File: src/rtl/mesh_link_buffer_if.sv
// Mesh link handshake bundle: upstream send/ready/data plus downstream send/ready/data.
// The buffer sits on the slave modport; the surrounding router or bench uses master.
interface mesh_link_buffer_if #(
  parameter int PACKET_WIDTH = 64
);
  // Handshake: a packet moves upstream when si && ri in the same cycle. It moves
  // downstream when so is high, and so is only raised while ro is high.
  // ri/so/dout depend only on registered state, polarity and ro, never on si/di.
  logic                    si;
  logic                    ri;
  logic [PACKET_WIDTH-1:0] di;
  logic                    so;
  logic                    ro;
  logic [PACKET_WIDTH-1:0] dout;

  modport master (
    output si,
    output di,
    output ro,
    input  ri,
    input  so,
    input  dout
  );

  modport slave (
    input  si,
    input  di,
    input  ro,
    output ri,
    output so,
    output dout
  );
endinterface

File: src/rtl/mesh_link_buffer.sv
// Two-VC elastic link buffer with a free-running polarity. In each cycle one VC is
// written and the other is read, so neither FIFO ever sees a push and a pop together.
module mesh_link_buffer #(
  parameter int PACKET_WIDTH = 64,
  parameter int DEPTH        = 2,
  parameter int VC_BIT       = 63,
  localparam int OCC_W       = $clog2(DEPTH + 1)
) (
  input  logic             clk,
  input  logic             reset,
  mesh_link_buffer_if.slave link,
  output logic             polarity_out,
  output logic [OCC_W-1:0] occ_even,
  output logic [OCC_W-1:0] occ_odd,
  output logic             err_vc
);

  localparam int PTR_W = $clog2(DEPTH);
  localparam logic [OCC_W-1:0] OCC_FULL = OCC_W'(DEPTH);

  logic                    polarity;
  logic                    err_q;
  logic [PACKET_WIDTH-1:0] mem    [2][DEPTH];
  logic [PTR_W-1:0]        wr_ptr [2];
  logic [PTR_W-1:0]        rd_ptr [2];
  logic [OCC_W-1:0]        occ    [2];

  logic wr_vc;
  logic rd_vc;
  logic ri_int;
  logic so_int;
  logic push;
  logic wrong_vc;

  // VC index 0 is even, 1 is odd; polarity names the VC that is written this cycle.
  always_comb begin
    wr_vc    = polarity;
    rd_vc    = ~polarity;
    ri_int   = occ[wr_vc] < OCC_FULL;
    so_int   = link.ro && (occ[rd_vc] != '0);
    push     = link.si && ri_int && (link.di[VC_BIT] == polarity);
    wrong_vc = link.si && (link.di[VC_BIT] != polarity);
  end

  assign link.ri      = ri_int;
  assign link.so      = so_int;
  assign link.dout    = so_int ? mem[rd_vc][rd_ptr[rd_vc]] : '0;
  assign polarity_out = polarity;
  assign occ_even     = occ[0];
  assign occ_odd      = occ[1];
  assign err_vc       = err_q;

  always_ff @(posedge clk or negedge reset) begin
    if (!reset) begin
      polarity <= 1'b0;
      err_q    <= 1'b0;
      for (int v = 0; v < 2; v++) begin
        wr_ptr[v] <= '0;
        rd_ptr[v] <= '0;
        occ[v]    <= '0;
      end
    end else begin
      polarity <= ~polarity;
      if (wrong_vc) begin
        err_q <= 1'b1;
      end
      // wr_vc and rd_vc always differ, so these two updates never collide.
      if (push) begin
        wr_ptr[wr_vc] <= wr_ptr[wr_vc] + PTR_W'(1);
        occ[wr_vc]    <= occ[wr_vc] + OCC_W'(1);
      end
      if (so_int) begin
        rd_ptr[rd_vc] <= rd_ptr[rd_vc] + PTR_W'(1);
        occ[rd_vc]    <= occ[rd_vc] - OCC_W'(1);
      end
    end
  end

  // Storage needs no reset: occupancy gates every read and is cleared by reset.
  always_ff @(posedge clk) begin
    if (push) begin
      mem[wr_vc][wr_ptr[wr_vc]] <= link.di;
    end
  end

endmodule

File: src/flat_wrapper.sv
// flat-port wrapper written by rule: the top's interface ports become plain ports
module mesh_link_buffer_flat 
#(
  parameter int PACKET_WIDTH = 64,
  parameter int DEPTH        = 2,
  parameter int VC_BIT       = 63,
  localparam int OCC_W       = $clog2(DEPTH + 1)
)
  (clk, reset, polarity_out, occ_even, occ_odd, err_vc, link_si, link_di, link_ro, link_ri, link_so, link_dout);
  mesh_link_buffer_if #(.PACKET_WIDTH(PACKET_WIDTH)) link_i ();
  input  logic clk;
  input  logic reset;
  output logic polarity_out;
  output logic [OCC_W-1:0] occ_even;
  output logic [OCC_W-1:0] occ_odd;
  output logic err_vc;
  input wire logic [$bits(link_i.si)-1:0] link_si;
  input wire logic [$bits(link_i.di)-1:0] link_di;
  input wire logic [$bits(link_i.ro)-1:0] link_ro;
  output wire logic [$bits(link_i.ri)-1:0] link_ri;
  output wire logic [$bits(link_i.so)-1:0] link_so;
  output wire logic [$bits(link_i.dout)-1:0] link_dout;
  assign link_i.si = link_si;
  assign link_i.di = link_di;
  assign link_i.ro = link_ro;
  assign link_ri = link_i.ri;
  assign link_so = link_i.so;
  assign link_dout = link_i.dout;
  mesh_link_buffer #(.PACKET_WIDTH(PACKET_WIDTH), .DEPTH(DEPTH), .VC_BIT(VC_BIT)) u_core (.clk(clk), .reset(reset), .link(link_i), .polarity_out(polarity_out), .occ_even(occ_even), .occ_odd(occ_odd), .err_vc(err_vc));
endmodule
File: config.mk
export PLATFORM = sky130hd
export DESIGN_NAME = mesh_link_buffer_flat
export DESIGN_NICKNAME = d
export VERILOG_FILES = /design/src/rtl/mesh_link_buffer_if.sv /design/src/rtl/mesh_link_buffer.sv /design/src/flat_wrapper.sv
export SDC_FILE = /design/constraint.sdc
export NUM_CORES = 1
export LEC_CHECK = 0
export CAP_MARGIN = 20
export CORE_MARGIN = 5
export CORE_UTILIZATION = 35
export DETAILED_ROUTE_END_ITERATION = 6
export DONT_BUFFER_PORTS = 1
export PLACE_DENSITY = 0.5
export SYNTH_ARGS = -nofsm -noshare
export SYNTH_HDL_FRONTEND = slang
export SYNTH_SLANG_ARGS = --single-unit
File: constraint.sdc
create_clock -name clk -period 4.9 [get_ports clk]
set_input_delay 0.49 -clock clk [delete_from_list [all_inputs] [get_ports clk]]
set_output_delay 0.49 -clock clk [all_outputs]
set_load 0.01 [all_outputs]
* Yosys cells after proc, flatten, opt, wreduce, memory -nomap -nowiden
Memories as Yosys holds them, arrays and structs flattened.
Index checks and enable logic that the tools add are counted.
** Word-level totals
- Bits in registers :: 10
- Memory bits (writable) :: 256
- Input port bits :: 68
- Output and inout bits :: 72
- Logic and storage cells :: 70
- Memories :: 1
** Memories
- u_core.mem :: words 2, width 128, read ports 1, clocked after memory_dff 0, wr ports 1, line mesh_link_buffer.sv:23 : logic [PACKET_WIDTH-1:0] mem [2][DEPTH];
** Operators by class
- Add/sub/neg operators :: 4
- $lt $le $gt $ge :: 8
- Eq/ne operators :: 2
- Mux-type cells :: 34
- Bitwise logic cells :: 5
- Reduce and logical (&&, ||, !) cells :: 8
** Operators by type and width (number)
- two-way mux 64 bit :: 5
- two-way mux 128 bit :: 1
- demux 64 bit (select 1 bit) :: 1
- two-way mux 2 bit :: 8
- two-way mux 1 bit :: 9
- bitwise mux 4 bit :: 2
- greater-or-equal comparator 2 bit, second input constant :: 4
- two-way mux 4 bit :: 2
- inverter 1 -> 2 bit :: 4
- logical AND 1 bit :: 7
- less-than comparator 2 x 1 -> 1 bit, second input constant :: 3
- bitwise mux 2 bit :: 2
- demux 2 bit (select 1 bit) :: 2
- adder 1 bit, second input constant :: 2
- adder 2 x 1 -> 2 bit, second input constant :: 1
- demux 1 bit (select 1 bit) :: 2
- less-than comparator 2 bit, second input constant :: 1
- nonzero test 2 bit :: 1
- subtractor 2 x 1 -> 2 bit, second input constant :: 1
- equality test 1 bit :: 1
- inequality test 1 bit :: 1
- inverter 1 bit :: 1

* Depth between registers and ports, before layout
Gate-level depths: netlist (run 1).
- Word-level depth :: 10
- Mapped depth :: 9

* Worst setup path after synthesis (run 1)
Ideal clock, no wire load.
- Path kind :: register to register
- Start point :: register u_core.polarity (netlist: u_core.polarity_out)
- End point :: memory u_core.mem[0][100] (netlist bit) (enable)
- Setup time :: 0.494 ns
- Data arrival time :: 3.795 ns
- Required time :: 4.406 ns
- Slack :: 0.611 ns
- Stages on the path, launching flop included :: 4
- Buffers on the path :: 1
- Cell sequence :: dfrtp_1 > buf_4 > nor4b_4 > nor2b_1
** Between the ends
- Longest elaborated chain between the ends :: 10
- Elaborated cells between the ends (all ways) :: 19
- Classes of those cells :: order compare: 3; eq/ne: 1; mux: 10; bitwise: 2; reduce/logical: 3
** RTL lines
- start, declared :: line mesh_link_buffer.sv:21 : logic polarity;
- start signal, assigned :: line mesh_link_buffer.sv:63 : polarity <= ~polarity;
- inverter 1 -> 2 bit (not written as such) :: line mesh_link_buffer.sv:39, mesh_link_buffer.sv:82
- two-way mux 1 bit (not written as such) (3 in a row) :: line mesh_link_buffer.sv:82 : mem[wr_vc][wr_ptr[wr_vc]] <= link.di;
- inverter 1 -> 2 bit (not written as such) :: line mesh_link_buffer.sv:82
- greater-or-equal comparator 2 bit (not written as such) / less-than comparator 2 x 1 -> 1 bit (equally long branches) :: line mesh_link_buffer.sv:82
- logical AND 1 bit (not written as such) :: line mesh_link_buffer.sv:82
- two-way mux 64 bit (not written as such) :: line mesh_link_buffer.sv:82
- demux 64 bit (select 1 bit) :: line mesh_link_buffer.sv:82
- two-way mux 128 bit (not written as such) :: line mesh_link_buffer.sv:82
- end, declared :: line mesh_link_buffer.sv:23
Parallel ways exist; a longest one is shown, timed or not. The select of a mux whose other input is x is not followed.

* Worst setup path in the final report (run 1)
- Start point :: register u_core.polarity (netlist: u_core.polarity_out)
- End point :: output port link_dout[63]
** Between the ends
- Longest elaborated chain between the ends :: 10
- Elaborated cells between the ends (all ways) :: 16
- Classes of those cells :: mux: 10; bitwise: 3; reduce/logical: 2; memory: 1
** RTL lines
- inverter 1 bit (*) :: line mesh_link_buffer.sv:38 : rd_vc = ~polarity;
- inverter 1 -> 2 bit (not written as such) :: line mesh_link_buffer.sv:40, mesh_link_buffer.sv:47
- two-way mux 1 bit (not written as such) (3 in a row) :: line mesh_link_buffer.sv:47 : assign link.dout = so_int ? mem[rd_vc][rd_ptr[rd_vc]] : '0;
- inverter 1 -> 2 bit (not written as such) :: line mesh_link_buffer.sv:47
- two-way mux 64 bit (not written as such) (3 in a row) :: line mesh_link_buffer.sv:47
- two-way mux 64 bit (*) :: line mesh_link_buffer.sv:47
- end, declared :: line flat_wrapper.sv:22 : output wire logic [$bits(link_i.dout)-1:0] link_dout;
Every way passes the cells marked *; elsewhere a longest branch is shown, timed or not. The select of a mux whose other input is x is not followed.

==> results.cfg, run 1 <==
[setup_path]
slowest_delay_ns = 0.75
path_class = flop to output pin
crit_path_start_kind = flop
required_ns = 4.41
cp.arrival_ns = 3.20
crit_chain = mux2i_1, ha_1, nand2b_4, buf_4, a211oi_1
crit_path_end_kind = output pin
crit_buf_inv = 1
cp_slowest_cell = dfrtp_4
cp_max_fo = 37
worst-r2r-setup-slack_ns = 2.22
crit_family = flip-flops

[clocking]
cts_tree = built
ctsHtreeMaxLevel = 1
cts.clk_slew.worst_paths_ns = 0.06
clock_sinks = 266
clockRootBuffer = clkbuf_16
insertion_delay_ns = 0.53
cts_resized = 0
cts_buffer_depth = 3
cts_buffers = 28

[final_layout]
drive_above_1_share = 0.283
final_common_cell = edfxtp_1
fin_util = 0.391
nets = 666
antenna_cells = 0
syn2layout_area_growth_pct = 10.5
final_cell_mix = 256 x edfxtp_1, 119 x a211oi_2, 67 x mux2i_1
design_area_um2 = 12400

[detailed_routing]
finalWirelength_um = 22800
antenna_left = 0
dr.pass1.iters = 6
wl_per_cell_um = 22.3
drc_errors = 0
vias = 5222
viasPerCell = 5.11
first_iter_violations = 224

[global_routing]
grt_max_degree = 114
grt_first_pass_wirelength_um = 34900
grt_pass1_vias = 5720
grt.total_usage = 0.125
antenna_found_initial = 0
grt.overflow.total = 0

[timing]
holdWs_ns = 0.0470
slew_headroom = 0.360
period_needed_ns = 3.69
setup-tns-final_ns = 0
min_period_over_period = 0.752
skew_ns = 0.0110
finalMaxSlewViolations = 0
fmax_ghz = 0.271
rsz0062_at_grt = false
worst_slew_pin_slew_ns = 0.958
setup_slack_ns = 1.21
hold_viol_final = 0
finalSetupViolations = 0

[placed_design]
dpl.hpwl_um = 13100
placed_cell_area_um2 = 11400
io_buffers = 0
pre_cts_ws_ns = 1.71
place.gp.congestion = 0.730

[power_and_ir_drop]
peakVddDrop_v = 0.000331
powerDensity_nw_per_um2 = 478
leakagePower_nw = 3.86

[floorplan]
core.rowCount = 65
die_y_um = 189
fp.dieW_um = 189
core_um2 = 31600
die_area_um2 = 35600
io_pins = 140
start_util = 0.354

[logic_synthesis]
yosysWarningCount = 0
syn_nets = 670
avgSynthCellArea_um2 = 18.6
netlist_instances = 601
ys_types = 30
yosys_register_bits = 266
yosysSeqAreaShare = 0.710
syn_area_um2 = 11200

[flow_run]
drv_cap = 0

[worst_hold_path]
hold_path_class = primary input to flop

[outcome]
status = completed
==> cells by family after synthesis <==
| family | after synthesis | synth area share |
|---|---|---|
| buffers and inverters | 48 | 0.0363 |
| DFF | 266 | 0.710 |
| muxes | 67 | 0.0600 |
| AOI/OAI and AO/OA | 137 | 0.144 |
| and+or+nand+nor | 75 | 0.0430 |
| adders and majority gates | 1 | 0.00112 |
| xor gates and xnor gates | 7 | 0.00549 |
==> worst reg2reg max path, stage by stage (launching register included) <==
cell and delay [ns]:
dfrtp_4 0.75, nand4b_1 0.38, nor2_4 0.84, buf_12 0.36
==> where the power goes <==
group / internal, mW / switching (mW)
clock: 1.21 / 0.806
combinational: 0.390 / 0.597
sequential: 2.62 / 0.285
total: 4.22 / 1.69
==> per-layer routing <==
metal  share of wire  vias up  GRT usage
met5               0        -          0
met4           0.017        0     0.0275
met3           0.079       31     0.0439
met2            0.50      122      0.219
met1            0.41     2685      0.151
li1                -     2384          -
==> final timing paths <==
check,startpoint,endpoint,cells past startpoint
hold / removal,link_di[54],u_core.mem[0][118]$_DFFE_PP_,0
max in group asynchronous,reset,u_core.rd_ptr[1]$_DFFE_PN0P_,1
min in group asynchronous,reset,u_core.occ_odd[0]$_DFF_PN0_,1
setup reg to reg,u_core.polarity_out$_DFF_PN0_,u_core.mem[1][123]$_DFFE_PP_,3
hold reg to reg,u_core.err_vc$_DFFE_PN0P_,u_core.err_vc$_DFFE_PN0P_,1
setup / recovery,u_core.polarity_out$_DFF_PN0_,link_dout[63],5
==> per-stage QoR <==
stage                     power [mW]  cells
final                           5.91   1021
after global placement          3.96    967
after global routing            6.20   1021
after detailed placement        3.98    967
after floorplan                 3.86    601
after CTS                       6.02   1020
==> repair_timing <==
item	in CTS	in global routing
hold buffers	1	0
setup endpoints to repair	0	0
endpoints found under the hold margin	10	0
buffers inserted	0	0
==> synthesized netlist by cell type (all sizes together) <==
master	number	area [µm²]
a211oi	128	1560
a21o	1	7.51
a21oi	2	10.0
a311oi	1	8.76
and2	1	6.26
and3	1	6.26
buf	44	390
dfrtp	10	250
edfxtp	256	7690
ha	1	12.5
inv	4	15.0
mux2i	67	671
nand2	2	7.51
nand2b	1	6.26
nand3b	1	7.51
nand4b	1	8.76
nor2	2	7.51
nor2b	65	407
nor4b	1	23.8
o21ai	5	25.0
xnor2	4	35.0
xor2	3	26.3
==> flip-flops by register name, summed over array words and instances, names as in the netlist <==
register and flops:
u_core.occ_even 2, u_core.wr_ptr 2, u_core.err_vc 1, u_core.occ_odd 2, u_core.polarity_out 1, u_core.rd_ptr 2
u_core.mem 256
==> final cells by class <==
type                       instances  area [µm²]
inverter                           4        15.0
sequential                       266        7950
tap                              402         503
clock buffer                      45         796
fill                            2847       19200
clock inverter                     7        85.1
timing repair buffer              10         140
multi-input combinational        287        2870
No activity file was read; power rests on OpenSTA's default activity.
==> run 2: changes to the inputs <==
==> constraint.sdc (replaced) <==
create_clock -name clk -period 3.48 [get_ports clk]
set_input_delay 0.348 -clock clk [delete_from_list [all_inputs] [get_ports clk]]
set_output_delay 0.348 -clock clk [all_outputs]
set_load 0.01 [all_outputs]
==> results.cfg, run 2 (synthesized netlist as in run 1, its figures left out) <==
[detailed_routing]
wl_per_cell_um = 21.4
first_iter_violations = 252
dr.pass1.iters = 5
viasPerCell = 5.06
routed.top_layer = met4
finalWirelength_um = 23400
met2_length_um = 11500
antenna_left = 0
vias = 5544
wl_met1_um = 9970
met3_length_um = 1560
drc_errors = 0

[final_layout]
design_area_um2 = 13100
syn2layout_area_growth_pct = 17.0
final_cell_mix = 256 x edfxtp_1, 119 x a211oi_2, 67 x mux2i_1
nets = 741
final_common_cell = edfxtp_1
drive_above_1_share = 0.266
largest_register_ffs = 256

[power_and_ir_drop]
powerDensity_nw_per_um2 = 652
comb_power_share = 0.186
switching_share = 0.290
p_switching_mw = 2.47
peakVddDrop_v = 0.000490
seq_power_share = 0.476
leakagePower_nw = 4.19
power.total_mw = 8.52
p_clk_frac = 0.338
internal-power_mw = 6.06

[placed_design]
io_buffers = 0
placed_cell_area_um2 = 11500
dpl.hpwl_um = 13600
place.gp.congestion = 0.765
pre_cts_ws_ns = 1.00

[floorplan]
die_area_um2 = 35600
die_y_um = 189
io_pins = 140
core_um2 = 31600
core.rowCount = 65
fp.dieW_um = 189
start_util = 0.354

[timing]
setup-tns-final_ns = 0
fmax_ghz = 0.331
period_needed_ns = 3.02
rsz0062_at_grt = false
min_period_over_period = 0.867
skew_ns = 0.00864
slew_headroom = 0.230
worst_slew_pin_slew_ns = 1.15
finalSetupViolations = 0
finalMaxSlewViolations = 0
setup_slack_ns = 0.463
hold_viol_final = 0

[clocking]
cts_buffers = 29
ctsHtreeMaxLevel = 1
cts_tree = built
cts_resized = 0
clockRootBuffer = clkbuf_16
cts_buffer_depth = 3
cts.clk_slew.worst_paths_ns = 0.06
insertion_delay_ns = 0.53
clock_sinks = 266

[setup_path]
crit_buf_inv = 1
cp.arrival_ns = 2.67
crit_path_start_kind = flop
crit_path_end_kind = output pin
crit_family = flip-flops
r2r_cells = 6
cp_max_fo = 32
path_class = flop to output pin
crit_chain = mux2i_1, ha_1, nand2b_4, a211oi_1, buf_4
cp_num_cells = 5
required_ns = 3.13
slowest_delay_ns = 0.59
cp_slowest_cell = dfrtp_4

[global_routing]
grt.overflow.total = 0
grt_max_degree = 128
grt_first_pass_wirelength_um = 36500
grt.total_usage = 0.130
grt_pass1_vias = 6092
antenna_found_initial = 2

[flow_run]
drv_cap = 0

[outcome]
status = completed

[worst_hold_path]
hold_path_class = primary input to flop
holdPathStages = 2
run 2: final timing paths:
check                                         startpoint                      endpoint  slack [ns]
setup reg to reg           u_core.polarity_out$_DFF_PN0_  u_core.occ_even[0]$_DFF_PN0_        1.18
max in group asynchronous                          reset  u_core.rd_ptr[1]$_DFFE_PN0P_        2.88
hold reg to reg                u_core.err_vc$_DFFE_PN0P_     u_core.err_vc$_DFFE_PN0P_        0.54
hold / removal                               link_di[63]     u_core.err_vc$_DFFE_PN0P_        0.06
min in group asynchronous                          reset   u_core.occ_odd[1]$_DFF_PN0_        0.22
setup / recovery           u_core.polarity_out$_DFF_PN0_                  link_dout[1]        0.46
run 2: repair_timing:
item | CTS | global route
endpoints found under the hold margin | 268 | 0
hold buffers | 66 | 0
buffers inserted | 0 | 0
run 2: area by class of cell:
cell class | instances | area (µm²)
Tap cell | 402 | 503
Inverter | 4 | 15.0
Timing Repair Buffer | 84 | 846
Multi-Input combinational cell | 287 | 2870
Fill cell | 2826 | 18500
Sequential cell | 266 | 7950
Antenna cell | 2 | 5.00
Clock buffer | 36 | 752
Clock inverter | 14 | 138
run 2: stage by stage:
stage,util,std cells,hold slack [ns]
2_1_floorplan,-,601,0.0524
3_3_place_gp,0.365,977,0.0527
3_5_place_dp,0.365,977,0.0527
4_1_cts,0.414,1093,0.0261
5_1_grt,0.414,1095,0.0420
6_report,0.414,1095,0.0636
run 2: power by group through the flow:
stage | clock network, mW | registers, mW | logic [mW]
global placement | 0 | 4.12 | 1.52
floorplan | 0 | 3.84 | 1.60
detailed placement | 0 | 4.14 | 1.54
global route | 3.13 | 4.09 | 1.73
finish | 2.88 | 4.06 | 1.59
CTS | 2.98 | 4.07 | 1.64
run 2: layer usage:
layer	GRT usage	vias up
met5	0	-
met4	0.0291	0
met3	0.0371	33
met2	0.219	141
met1	0.168	2831
li1	-	2539
==> run 3: changes to the inputs <==
--- a/config.mk
+++ b/config.mk
@@ -7,10 +7,10 @@
 export LEC_CHECK = 0
 export CAP_MARGIN = 20
 export CORE_MARGIN = 5
-export CORE_UTILIZATION = 35
+export CORE_UTILIZATION = 40
 export DETAILED_ROUTE_END_ITERATION = 6
 export DONT_BUFFER_PORTS = 1
-export PLACE_DENSITY = 0.5
+export PLACE_DENSITY = 0.55
 export SYNTH_ARGS = -nofsm -noshare
 export SYNTH_HDL_FRONTEND = slang
 export SYNTH_SLANG_ARGS = --single-unit
==> results.cfg, run 3 (synthesized netlist as in run 1, its figures left out) <==
[outcome]
status = completed

[detailed_routing]
vias = 5420
wl_per_cell_um = 21.0
dr.pass1.iters = 4
viasPerCell = 5.09
first_iter_violations = 304
antenna_left = 0
finalWirelength_um = 22300
drc_errors = 0

[worst_hold_path]
holdPathStages = 2
hold_path_class = primary input to flop

[setup_path]
cp_max_fo = 33
slowest_delay_ns = 0.57
path_class = flop to output pin
crit_chain = mux2i_1, ha_1, nand2b_4, buf_4, a211oi_2
crit_path_start_kind = flop
crit_path_end_kind = output pin
crit_buf_inv = 1
r2r_cells = 6
cp.arrival_ns = 2.68
cp_slowest_cell = dfrtp_4
required_ns = 3.13
crit_family = flip-flops
cp_num_cells = 5

[timing]
fmax_ghz = 0.330
hold_viol_final = 0
finalSetupViolations = 0
worst_slew_pin_slew_ns = 0.974
min_period_over_period = 0.870
skew_ns = 0.0129
slew_headroom = 0.350
setup-tns-final_ns = 0
rsz0062_at_grt = false
finalMaxSlewViolations = 0
period_needed_ns = 3.03

[floorplan]
die_y_um = 177
core_um2 = 27700
core.rowCount = 61
start_util = 0.403
fp.dieW_um = 177
die_area_um2 = 31400
io_pins = 140

[global_routing]
met1_usage = 0.189
grt.total_usage = 0.142
grt_max_degree = 132
grt.overflow.total = 0
met2_usage = 0.234
grt_pass1_vias = 5897
antenna_found_initial = 1
grt_first_pass_wirelength_um = 34900
met3_usage = 0.0397
grt_busiest_layer = met2

[placed_design]
placed_cell_area_um2 = 11500
place.gp.congestion = 0.775
dp_cells = 951
dpl.hpwl_um = 12800
io_buffers = 0

[clocking]
clockRootBuffer = clkbuf_16
cts_buffers = 28
ctsHtreeMaxLevel = 1
cts.clk_slew.worst_paths_ns = 0.05
clock_sinks = 266
insertion_delay_ns = 0.53
cts_tree = built
cts_buffer_depth = 3

[final_layout]
final_cell_mix = 256 x edfxtp_1, 119 x a211oi_2, 67 x mux2i_1
nets = 738
design_area_um2 = 13000
final_cell_count_no_fill = 1065
final_common_cell = edfxtp_1
fin_util = 0.468
drive_above_1_share = 0.262
syn2layout_area_growth_pct = 16.0
largest_register_ffs = 256

[flow_run]
drv_cap = 0

[power_and_ir_drop]
peakVddDrop_v = 0.000357
powerDensity_nw_per_um2 = 641
leakagePower_nw = 4.14
power.total_mw = 8.31
==> run 3: cell types whose count changed in the layout (fill, tap and decap cells not counted) <==
cell	change
diode_2	-1
clkinvlp_4	+1
buf_4	-1
inv_6	+1
buf_12	-1
clkinv_4	+1
clkinv_2	-3
clkbuf_1	-1
bufinv_16	-2
==> run 3: final cells by class <==
| cell class | instances | area, µm² |
|---|---|---|
| antenna | 1 | 2.50 |
| clock buffer | 35 | 748 |
| clock inverter | 12 | 87.6 |
| fill | 2359 | 14700 |
| inverter | 4 | 15.0 |
| multi-input combinational | 287 | 2870 |
| sequential | 266 | 7950 |
| tap | 378 | 473 |
| timing repair buffer | 82 | 818 |
==> run 3: power by group <==
group	leakage (nW)	total (mW)	switching, mW	internal, mW
clock	0.405	2.69	1.11	1.58
sequential	2.42	4.02	0.327	3.69
combinational	1.32	1.60	0.982	0.621
==> run 3: final timing paths <==
path	slack, ns	end	start
worst max-delay path	0.45	link_dout[19]	u_core.polarity_out$_DFF_PN0_
worst min-delay path	0.04	u_core.wr_ptr[1]$_DFFE_PN0P_	link_di[63]
worst max register to register	1.17	u_core.occ_even[1]$_DFF_PN0_	u_core.polarity_out$_DFF_PN0_
worst min register to register	0.53	u_core.err_vc$_DFFE_PN0P_	u_core.err_vc$_DFFE_PN0P_
max in group asynchronous	2.89	u_core.rd_ptr[0]$_DFFE_PN0P_	reset
min in group asynchronous	0.22	u_core.occ_odd[0]$_DFF_PN0_	reset
==> run 3: worst register-to-register path, cell delays in order (launching register included) <==
cell      delay, ns
dfrtp_4        0.54
mux2i_1        0.26
ha_1           0.20
nand2b_4       0.58
inv_2          0.21
o21ai_0        0.28
a21oi_1        0.11
==> run 3: layer usage <==
layer	part of all wire	wire [µm]	up-vias
met5	0	0	-
met4	0.018	397	0
met3	0.063	1400	35
met2	0.48	10800	130
met1	0.44	9750	2725
li1	-	-	2530
==> run 3: timing repair <==
action / in CTS / in global routing
hold endpoints to repair: 267 / 0
resized for setup: 0 / 0
hold buffers: 66 / 0
buffers inserted: 0 / 0
==> run 3: metrics by stage <==
step / worst slack (ns) / hold slack [ns]
after floorplan: -0.447 / 0.0524
after global placement: 1.02 / 0.0528
after detailed placement: 0.968 / 0.0527
after CTS: 0.387 / 0.00126
after global routing: 0.306 / 0.0348
final: 0.453 / 0.0402
